===== src/rtl/tx_frame_ctrl.sv =====
// tx_frame_ctrl: UART transmit frame sequencer; paces bits off the bit-time counter (doit/btu).
// Define TX_PARITY_EN to build the parity bit (pen/ohel, PARITY state); otherwise pen/ohel are ignored.
module tx_frame_ctrl (
  input  logic       clk,
  input  logic       reset,
  input  logic       write,
  input  logic [7:0] out_port,
  input  logic       eight,
  input  logic       pen,
  input  logic       ohel,
  input  logic       stop2,
  input  logic       btu,
  output logic       doit,
  output logic       tx,
  output logic       tx_ready,
  output logic       tx_done
);
  // state  | meaning
  // IDLE   | line high, ready for a write
  // START  | start bit (0)
  // DATA   | data bits, LSB first
  // PARITY | parity bit
  // STOP   | one or two stop bits (1)
  typedef enum logic [2:0] {IDLE, START, DATA, PARITY, STOP} state_t;

  state_t     state;
  logic [7:0] shreg;
  logic [2:0] bit_cnt;
  logic       eight_q;
  logic       stop2_q;
  logic       last_data;

  assign last_data = (bit_cnt == (eight_q ? 3'd7 : 3'd6));

`ifdef TX_PARITY_EN
  logic pen_q;
  logic par_q;
  logic par_calc;
  // bit 7 is excluded from parity in 7-bit mode
  assign par_calc = (^{eight & out_port[7], out_port[6:0]}) ^ ohel;
`else
  logic unused_parity_inputs;
  assign unused_parity_inputs = pen ^ ohel;
`endif

  always_ff @(posedge clk or negedge reset) begin
    if (!reset) begin
      state    <= IDLE;
      shreg    <= 8'hFF;
      bit_cnt  <= 3'd0;
      eight_q  <= 1'b1;
      stop2_q  <= 1'b0;
      tx       <= 1'b1;
      doit     <= 1'b0;
      tx_ready <= 1'b1;
      tx_done  <= 1'b0;
`ifdef TX_PARITY_EN
      pen_q    <= 1'b0;
      par_q    <= 1'b0;
`endif
    end else begin
      tx_done <= 1'b0;
      case (state)
        IDLE: begin
          if (write) begin
            shreg    <= out_port;
            eight_q  <= eight;
            stop2_q  <= stop2;
            bit_cnt  <= 3'd0;
            tx       <= 1'b0;
            doit     <= 1'b1;
            tx_ready <= 1'b0;
            state    <= START;
`ifdef TX_PARITY_EN
            pen_q    <= pen;
            par_q    <= par_calc;
`endif
          end
        end
        START: begin
          if (btu) begin
            tx    <= shreg[0];
            shreg <= {1'b1, shreg[7:1]};
            state <= DATA;
          end
        end
        DATA: begin
          if (btu) begin
            if (last_data) begin
              bit_cnt <= 3'd0;
`ifdef TX_PARITY_EN
              if (pen_q) begin
                tx    <= par_q;
                state <= PARITY;
              end else begin
                tx    <= 1'b1;
                state <= STOP;
              end
`else
              tx    <= 1'b1;
              state <= STOP;
`endif
            end else begin
              tx      <= shreg[0];
              shreg   <= {1'b1, shreg[7:1]};
              bit_cnt <= bit_cnt + 3'd1;
            end
          end
        end
        PARITY: begin
          if (btu) begin
            tx    <= 1'b1;
            state <= STOP;
          end
        end
        STOP: begin
          if (btu) begin
            if (!stop2_q || bit_cnt[0]) begin
              state    <= IDLE;
              tx_done  <= 1'b1;
              tx_ready <= 1'b1;
              doit     <= 1'b0;
              bit_cnt  <= 3'd0;
            end else begin
              bit_cnt <= 3'd1;
            end
          end
        end
        default: begin
          state    <= IDLE;
          tx       <= 1'b1;
          doit     <= 1'b0;
          tx_ready <= 1'b1;
        end
      endcase
    end
  end
endmodule

===== config.mk =====
export PLATFORM = sky130hd
export DESIGN_NAME = tx_frame_ctrl
export DESIGN_NICKNAME = d
export VERILOG_FILES = /design/src/rtl/tx_frame_ctrl.sv
export SDC_FILE = /design/constraint.sdc
export NUM_CORES = 1
export LEC_CHECK = 0
export ABC_CLOCK_PERIOD_IN_PS = 2500
export CAP_MARGIN = 20
export CORE_AREA = 4 4 43 73
export CTS_CLUSTER_DIAMETER = 80
export DETAILED_ROUTE_END_ITERATION = 7
export DIE_AREA = 0 0 47 77
export GPL_TIMING_DRIVEN = 0
export PLACE_DENSITY = 0.69
export SLEW_MARGIN = 20
export SYNTH_ARGS = -nofsm -noshare
export SYNTH_HDL_FRONTEND = slang
export SYNTH_SLANG_ARGS = --single-unit

===== constraint.sdc =====
create_clock -name clk -period 2.5 [get_ports clk]
set_clock_uncertainty 0.1 [all_clocks]
set_input_delay 0.5 -clock clk [delete_from_list [all_inputs] [get_ports clk]]
set_output_delay 0.5 -clock clk [all_outputs]
set_load 0.01 [all_outputs]

==> impl_metrics.json, run 1 <==
{
  "layoutNonFillerInstCount": 139,
  "dp_cells": 135,
  "wl_per_cell_um": 16.16,
  "die_y_um": 77,
  "status": "finished, final reports clean",
  "hpwl_um": 1637,
  "path_class": "primary input to register",
  "critPathCaptureType": "register",
  "area_delta_synth_final_pct": 22.50,
  "slew_headroom_pct": 39.49,
  "cts_resized": 0,
  "initial_core_util_pct": 43.65,
  "grt.busiest_layer": "met2",
  "yosysSeqAreaShare_pct": 46.70,
  "path_depth": 6,
  "slowest_delay_ns": 0.51,
  "path_buf_inv": 2,
  "min_period_ns": 2.041,
  "clk_path_buf_depth": 2,
  "yosys_warnings": 0,
  "p_switching_mw": 0.6076,
  "cp_data_required_time_ns": 2.59,
  "route.vias.total": 787,
  "final_cell_mix": "clkdlybuf4s50_1 (17), dfstp_2 (11), mux2_2 (10)",
  "cts_hold_buf": 0,
  "avgSynthCellArea_sq_um": 11.97,
  "htree_levels": 1,
  "worst_slack_ns": 0.4592,
  "die-area_sq_um": 3619,
  "grtUsageMet3_pct": 2.342,
  "finalSetupViolCount": 0,
  "r2r-end": "shreg[1]",
  "viasPerCell": 5.662,
  "placement.io_buffers": 17,
  "netlist_top_cells_area": "dfstp_2 (26%), dfrtp_1 (20%), mux2_2 (10%), mux2_4 (9.5%), buf_6 (2.0%)",
  "cp_top_family": "buffers and inverters",
  "finalHoldViolations": 0,
  "ys_ff_latch": 20,
  "crit_chain": "clkdlybuf4s50_1, clkbuf_1, nand3b_1, o21a_1, or3_1, o21ai_1",
  "wirelength_um": 2246,
  "grt_pass1_vias": 874,
  "cp.arrival_ns": 2.13,
  "pwr-share-seq_pct": 36.8,
  "hp-class": "register to register",
  "p_per_area_nw_per_um2": 1322,
  "drtIter0Drc": 23,
  "cp_slowest_cell": "clkdlybuf4s50_1",
  "layout-drive-gt1-share_pct": 32.74,
  "drc_errors": 0,
  "syn-num-nets": 109,
  "swShare_pct": 34.09,
  "pwr-share-comb_pct": 51.0,
  "r2r_cells": 5,
  "intPower_mw": 1.175,
  "row_count": 24,
  "finalMaxSlewViolations": 0,
  "p_leak_nw": 0.5569,
  "ys_types": 35,
  "synth_cells": 92,
  "crit_end": "bit_cnt[0]",
  "n_antenna_cell": 0,
  "synth_top_area_share_pct": 26.25,
  "nets": 131,
  "r2r_start": "eight_q",
  "synth-edff-count": 0,
  "startpoint": "btu",
  "die_w_um": 47,
  "io_pins": 20,
  "path_max_fanout": 10,
  "vdd_drop_max_mv": 0.5411,
  "clock_latency_ns": 0.26,
  "r2r_setup_slack_ns": 0.52,
  "rsz0062_at_grt": "false",
  "antenna_found_initial": 0,
  "drv_cap": 0,
  "fin_crit_sh_pct": 81.63,
  "clock-sinks": 20,
  "grt_max_degree": 21,
  "synthFlopType": "dfstp_2",
  "fmax_mhz": 490.0,
  "pwr-share-clk_pct": 12.3,
  "use_met2_pct": 24.66,
  "syn_area_sq_um": 1101,
  "grt_first_pass_wirelength_um": 3870,
  "cts.clk_slew.worst_paths_ns": 0.07,
  "core_area_sq_um": 2522,
  "crit_path_start_kind": "primary input",
  "drt-pass1-iter-count": 4,
  "grt_overflow_total": 0,
  "yosysTopAreaCell": "dfstp_2",
  "cts_buffers": 3,
  "dpl_worst_slack_ns": 0.2500,
  "postCtsSetupBuffers": 0,
  "synthArstFlopShare_pct": 100.0,
  "globalplace.congestion": 0.8255,
  "tightest_slew_ns": 0.9048,
  "cts.root.buffer_cell": "clkbuf_8",
  "track_usage_pct": 14.32,
  "met1_usage_pct": 15.78,
  "fin_setup_tns_ns": 0,
  "final_common_cell": "clkdlybuf4s50_1",
  "cts_tree": "built",
  "detail-route-antenna-nets": 0
}
## worst min path at each step
stage | startpoint | end | slack, ns | depth (start not counted)
after global routing | tx_ready | tx_ready | 0.38 | 2
after detailed placement | tx_ready | tx_ready | 0.36 | 2
after CTS | tx_ready | tx_ready | 0.37 | 2
final | tx_ready | tx_ready | 0.37 | 2
after floorplan | reset | bit_cnt[0] | 0.10 | 0
after global placement | shreg[7] | shreg[7] | 0.35 | 2
## per-layer routing
layer | up-vias | share of wire (%)
met5 | - | 0
met4 | 0 | 3.0
met3 | 8 | 5.0
met2 | 27 | 53
met1 | 383 | 39
li1 | 369 | -
## worst reg2reg max path, cell delays in order, from the launching register on
cell and delay, ns:
dfstp_2 0.54, xnor2_1 0.11, a311oi_2 0.48, a22o_1 0.22, buf_6 0.16, mux2_4 0.31
## stage by stage
stage / power (mW) / hold WS (ns) / instance area [sq um] / util, %
after CTS: 1.802 / 0.3732 / 1349 / 53.47
final: 1.783 / 0.3709 / 1349 / 53.47
after floorplan: 1.354 / 0.1044 / 1101 / -
after global routing: 1.925 / 0.3842 / 1349 / 53.47
after detailed placement: 1.570 / 0.3589 / 1304 / 51.69
after global placement: 1.536 / 0.3531 / 1304 / 51.69
## power by group through the flow
stage | registers, mW | clock network (mW) | logic [mW]
after global routing | 0.682 | 0.245 | 0.998
after global placement | 0.652 | 0 | 0.884
final | 0.655 | 0.219 | 0.908
after detailed placement | 0.659 | 0 | 0.911
after CTS | 0.654 | 0.228 | 0.920
after floorplan | 0.640 | 0 | 0.714
## registers in the layout, indices dropped and copies added (netlist names)
register / flops
shreg: 8
bit_cnt: 3
state: 3
doit: 1
eight_q: 1
stop2_q: 1
tx: 1
tx_done: 1
tx_ready: 1
## cell families after synthesis
kind of cell	count (synthesis)	synth area share (%)
buffers and inverters	9	4.431
AND/OR/NAND/NOR	21	11.36
AO/OA/AOI/OAI	19	12.16
multiplexers	20	22.61
adder cells (fa/ha/maj)	1	1.136
flip-flops	20	46.71
XOR/XNOR	2	1.591
## area by class of cell
class | instances | area, sq um
Inverter | 4 | 15.01
Fill cell | 243 | 1174
Buffer | 5 | 33.78
Sequential cell | 20 | 514.2
Timing Repair Buffer | 17 | 170.2
Clock buffer | 4 | 45.04
Tap cell | 26 | 32.53
Multi-Input combinational cell | 63 | 538.0
## synthesized netlist by cell type (2+ instances only)
cell      count
o21ai_1       3
clkbuf_1      3
o21a_1        2
nor2_1        6
buf_6         2
o21ai_0       4
mux2_4        7
inv_1         4
mux2_2       10
dfrtp_1       9
a21oi_1       2
mux2i_1       2
nand3b_1      2
xnor2_1       2
nand3_1       2
dfstp_2      11
nand2_1       3
No activity file was read; power rests on OpenSTA's default activity.
==> run 2, diff against run 1 <==
- ABC_CLOCK_PERIOD_IN_PS: 2500 -> 1680
- PLACE_DENSITY: 0.69 -> 0.72
- clock period: 2.5 -> 1.68 ns (I/O delays scaled with it)
==> run 2 against run 1 <==
Compared with the run above:
- the run now ends with negative setup slack left
- cell area grew 8.1%
- routed wire length grew 5.2%
- first-iteration DRC count grew 17%
- sequential share of layout area shrank 2.6 points
- power grew 66%
- core utilization grew 4.3 points
- flip-flop and latch count is the same
- die area is the same
- clock-buffer cell count is the same
- setup slack lost 0.52 ns
- critical endpoint is now shreg[2]
==> impl_metrics.json, run 2 (synthesis gave the netlist of run 1 again) <==
{
  "status": "finished, violations left",
  "violations": "negative setup slack",
  "swShare_pct": 34.73,
  "drv_cap": 0,
  "final_common_cell": "clkdlybuf4s50_1",
  "area_delta_synth_final_pct": 32.39,
  "cts_tree": "built",
  "detail-route-antenna-nets": 0,
  "wirelength_um": 2362,
  "core_area_sq_um": 2522,
  "layout-drive-gt1-share_pct": 45.76,
  "layoutNonFillerInstCount": 144,
  "cp_slowest_cell": "dfstp_2",
  "antenna_found_initial": 0,
  "row_count": 24,
  "finalMaxSlewViolations": 0,
  "met1Wirelength_um": 927,
  "reg.largest.list": "shreg x8, bit_cnt x3, state x3",
  "fin_crit_sh_pct": 103.8,
  "placement.io_buffers": 17,
  "drtIter0Drc": 27,
  "route.met2.wl_um": 1262,
  "dp_cells": 135,
  "die_y_um": 77,
  "rsz0062_at_grt": "true",
  "crit_chain": "xnor2_4, a311oi_4, a22o_1, buf_6, mux2_4",
  "cts.root.buffer_cell": "clkbuf_8",
  "vdd_drop_max_mv": 0.9153,
  "die_w_um": 47,
  "crit_path_start_kind": "register",
  "clock-sinks": 20,
  "cts.clk_slew.worst_paths_ns": 0.08,
  "globalplace.congestion": 0.8212,
  "nets": 136,
  "die-area_sq_um": 3619,
  "track_usage_pct": 14.27,
  "pwr-share-comb_pct": 52.7,
  "final_cell_mix": "clkdlybuf4s50_1 (14), dfstp_2 (11), mux2_2 (10)",
  "n_antenna_cell": 0,
  "fin_setup_tns_ns": -0.4106,
  "htree_levels": 1,
  "top_register": "shreg",
  "p_leak_nw": 0.6194,
  "clk_path_buf_depth": 2,
  "clock_latency_ns": 0.26,
  "slew_headroom_pct": 40.86,
  "slowest_delay_ns": 0.58,
  "met3_wirelength_um": 135,
  "grt_overflow_total": 0,
  "drt-pass1-iter-count": 4,
  "critPathCaptureType": "register",
  "drc_errors": 0,
  "intPower_mw": 1.929,
  "io_pins": 20,
  "finalSetupViolCount": 7,
  "grt_max_degree": 21,
  "grt_first_pass_wirelength_um": 3857,
  "pwr-share-seq_pct": 34.7,
  "tightest_slew_ns": 0.8843,
  "path_class": "register to register",
  "hp-class": "register to register",
  "cts_buffers": 3,
  "wl_per_cell_um": 16.40,
  "fmax_mhz": 573.2,
  "p_switching_mw": 1.026,
  "min_period_ns": 1.745,
  "largest_reg_flops": 8,
  "pwr-share-clk_pct": 12.6,
  "num-fill-cells": 212,
  "viasPerCell": 5.632,
  "dr.max_layer_used": "met4",
  "cp.arrival_ns": 1.84,
  "route.vias.total": 811,
  "worst_slack_ns": -0.06468,
  "path_max_fanout": 8,
  "grt_pass1_vias": 874,
  "cp_data_required_time_ns": 1.77,
  "finalHoldViolations": 0,
  "p_per_area_nw_per_um2": 2027,
  "initial_core_util_pct": 43.65,
  "hpwl_um": 1552
}
## run 2: changes by cell type in the layout (fill, tap and decap cells not counted), moves of 2 or more
cell             delta
buf_4               +5
dlygate4sd2_1       +2
dfrtp_2             +3
dfrtp_1             -3
clkdlybuf4s50_1     -3
nor2_2              +2
clkbuf_1            -4
nor2_1              -3
## run 2: metal layers
metal,global-route usage [%],up-vias
li1,-,385
met5,0,-
met3,2.576,5
met1,16.96,389
met2,23.16,32
met4,7.202,0
## run 2: critical path: cells and delay by family (launching register included)
family / cells / cell delay (ns)
flip-flops: 1 / 0.58
AO/OA/AOI/OAI: 2 / 0.44
multiplexers: 1 / 0.31
buffers and inverters: 1 / 0.16
XOR/XNOR: 1 / 0.09
## run 2: final cells by class
cell class              count  area (sq um)  share of cell area [%]
plain buffers               5         46.29                   3.176
inverters                   4         15.01                   1.030
clock buffers               4         55.05                   3.777
well taps                  26         32.53                   2.232
repair buffers             22         207.7                   14.25
flip-flops and latches     20         518.0                   35.54
multi-input cells          63         583.1                   40.00
## run 2: final timing paths
kind,end,cells after the start,startpoint,slack (ns)
min,shreg[7],2,shreg[7],0.37
max reg2reg,shreg[2],5,eight_q,-0.06
max in group asynchronous,state[0],1,reset,0.41
min in group asynchronous,state[1],1,reset,0.47
min reg2reg,shreg[7],2,shreg[7],0.37
max,shreg[2],5,eight_q,-0.06
## run 2: timing repair
action                                  in CTS  in global routing
hold buffers                                 0                  0
pin swaps                                    2                  2
endpoints found under the setup margin      13                 14
buffers inserted                             3                  2
resized for setup                            8                 15
## run 2: power by group through the flow
stage / Clock (mW) / Sequential (mW) / Combinational [mW]
after floorplan: 0 / 0.961 / 1.08
after global placement: 0 / 0.979 / 1.33
after detailed placement: 0 / 0.987 / 1.37
after CTS: 0.380 / 1.01 / 1.49
after global routing: 0.402 / 1.06 / 1.67
final: 0.374 / 1.02 / 1.56
## run 2: metrics by stage
| step | util (%) | power [mW] | setup WS (ns) | hold WS, ns | area [sq um] |
|---|---|---|---|---|---|
| 2_1_floorplan | - | 2.046 | -0.04028 | -0.05959 | 1111 |
| 3_3_place_gp | 52.08 | 2.310 | -0.3423 | 0.3530 | 1314 |
| 3_5_place_dp | 52.08 | 2.354 | -0.4147 | 0.3631 | 1314 |
| 4_1_cts | 56.30 | 2.887 | -0.03945 | 0.3765 | 1420 |
| 5_1_grt | 57.79 | 3.135 | -0.1246 | 0.3944 | 1458 |
| 6_report | 57.79 | 2.955 | -0.06468 | 0.3726 | 1458 |
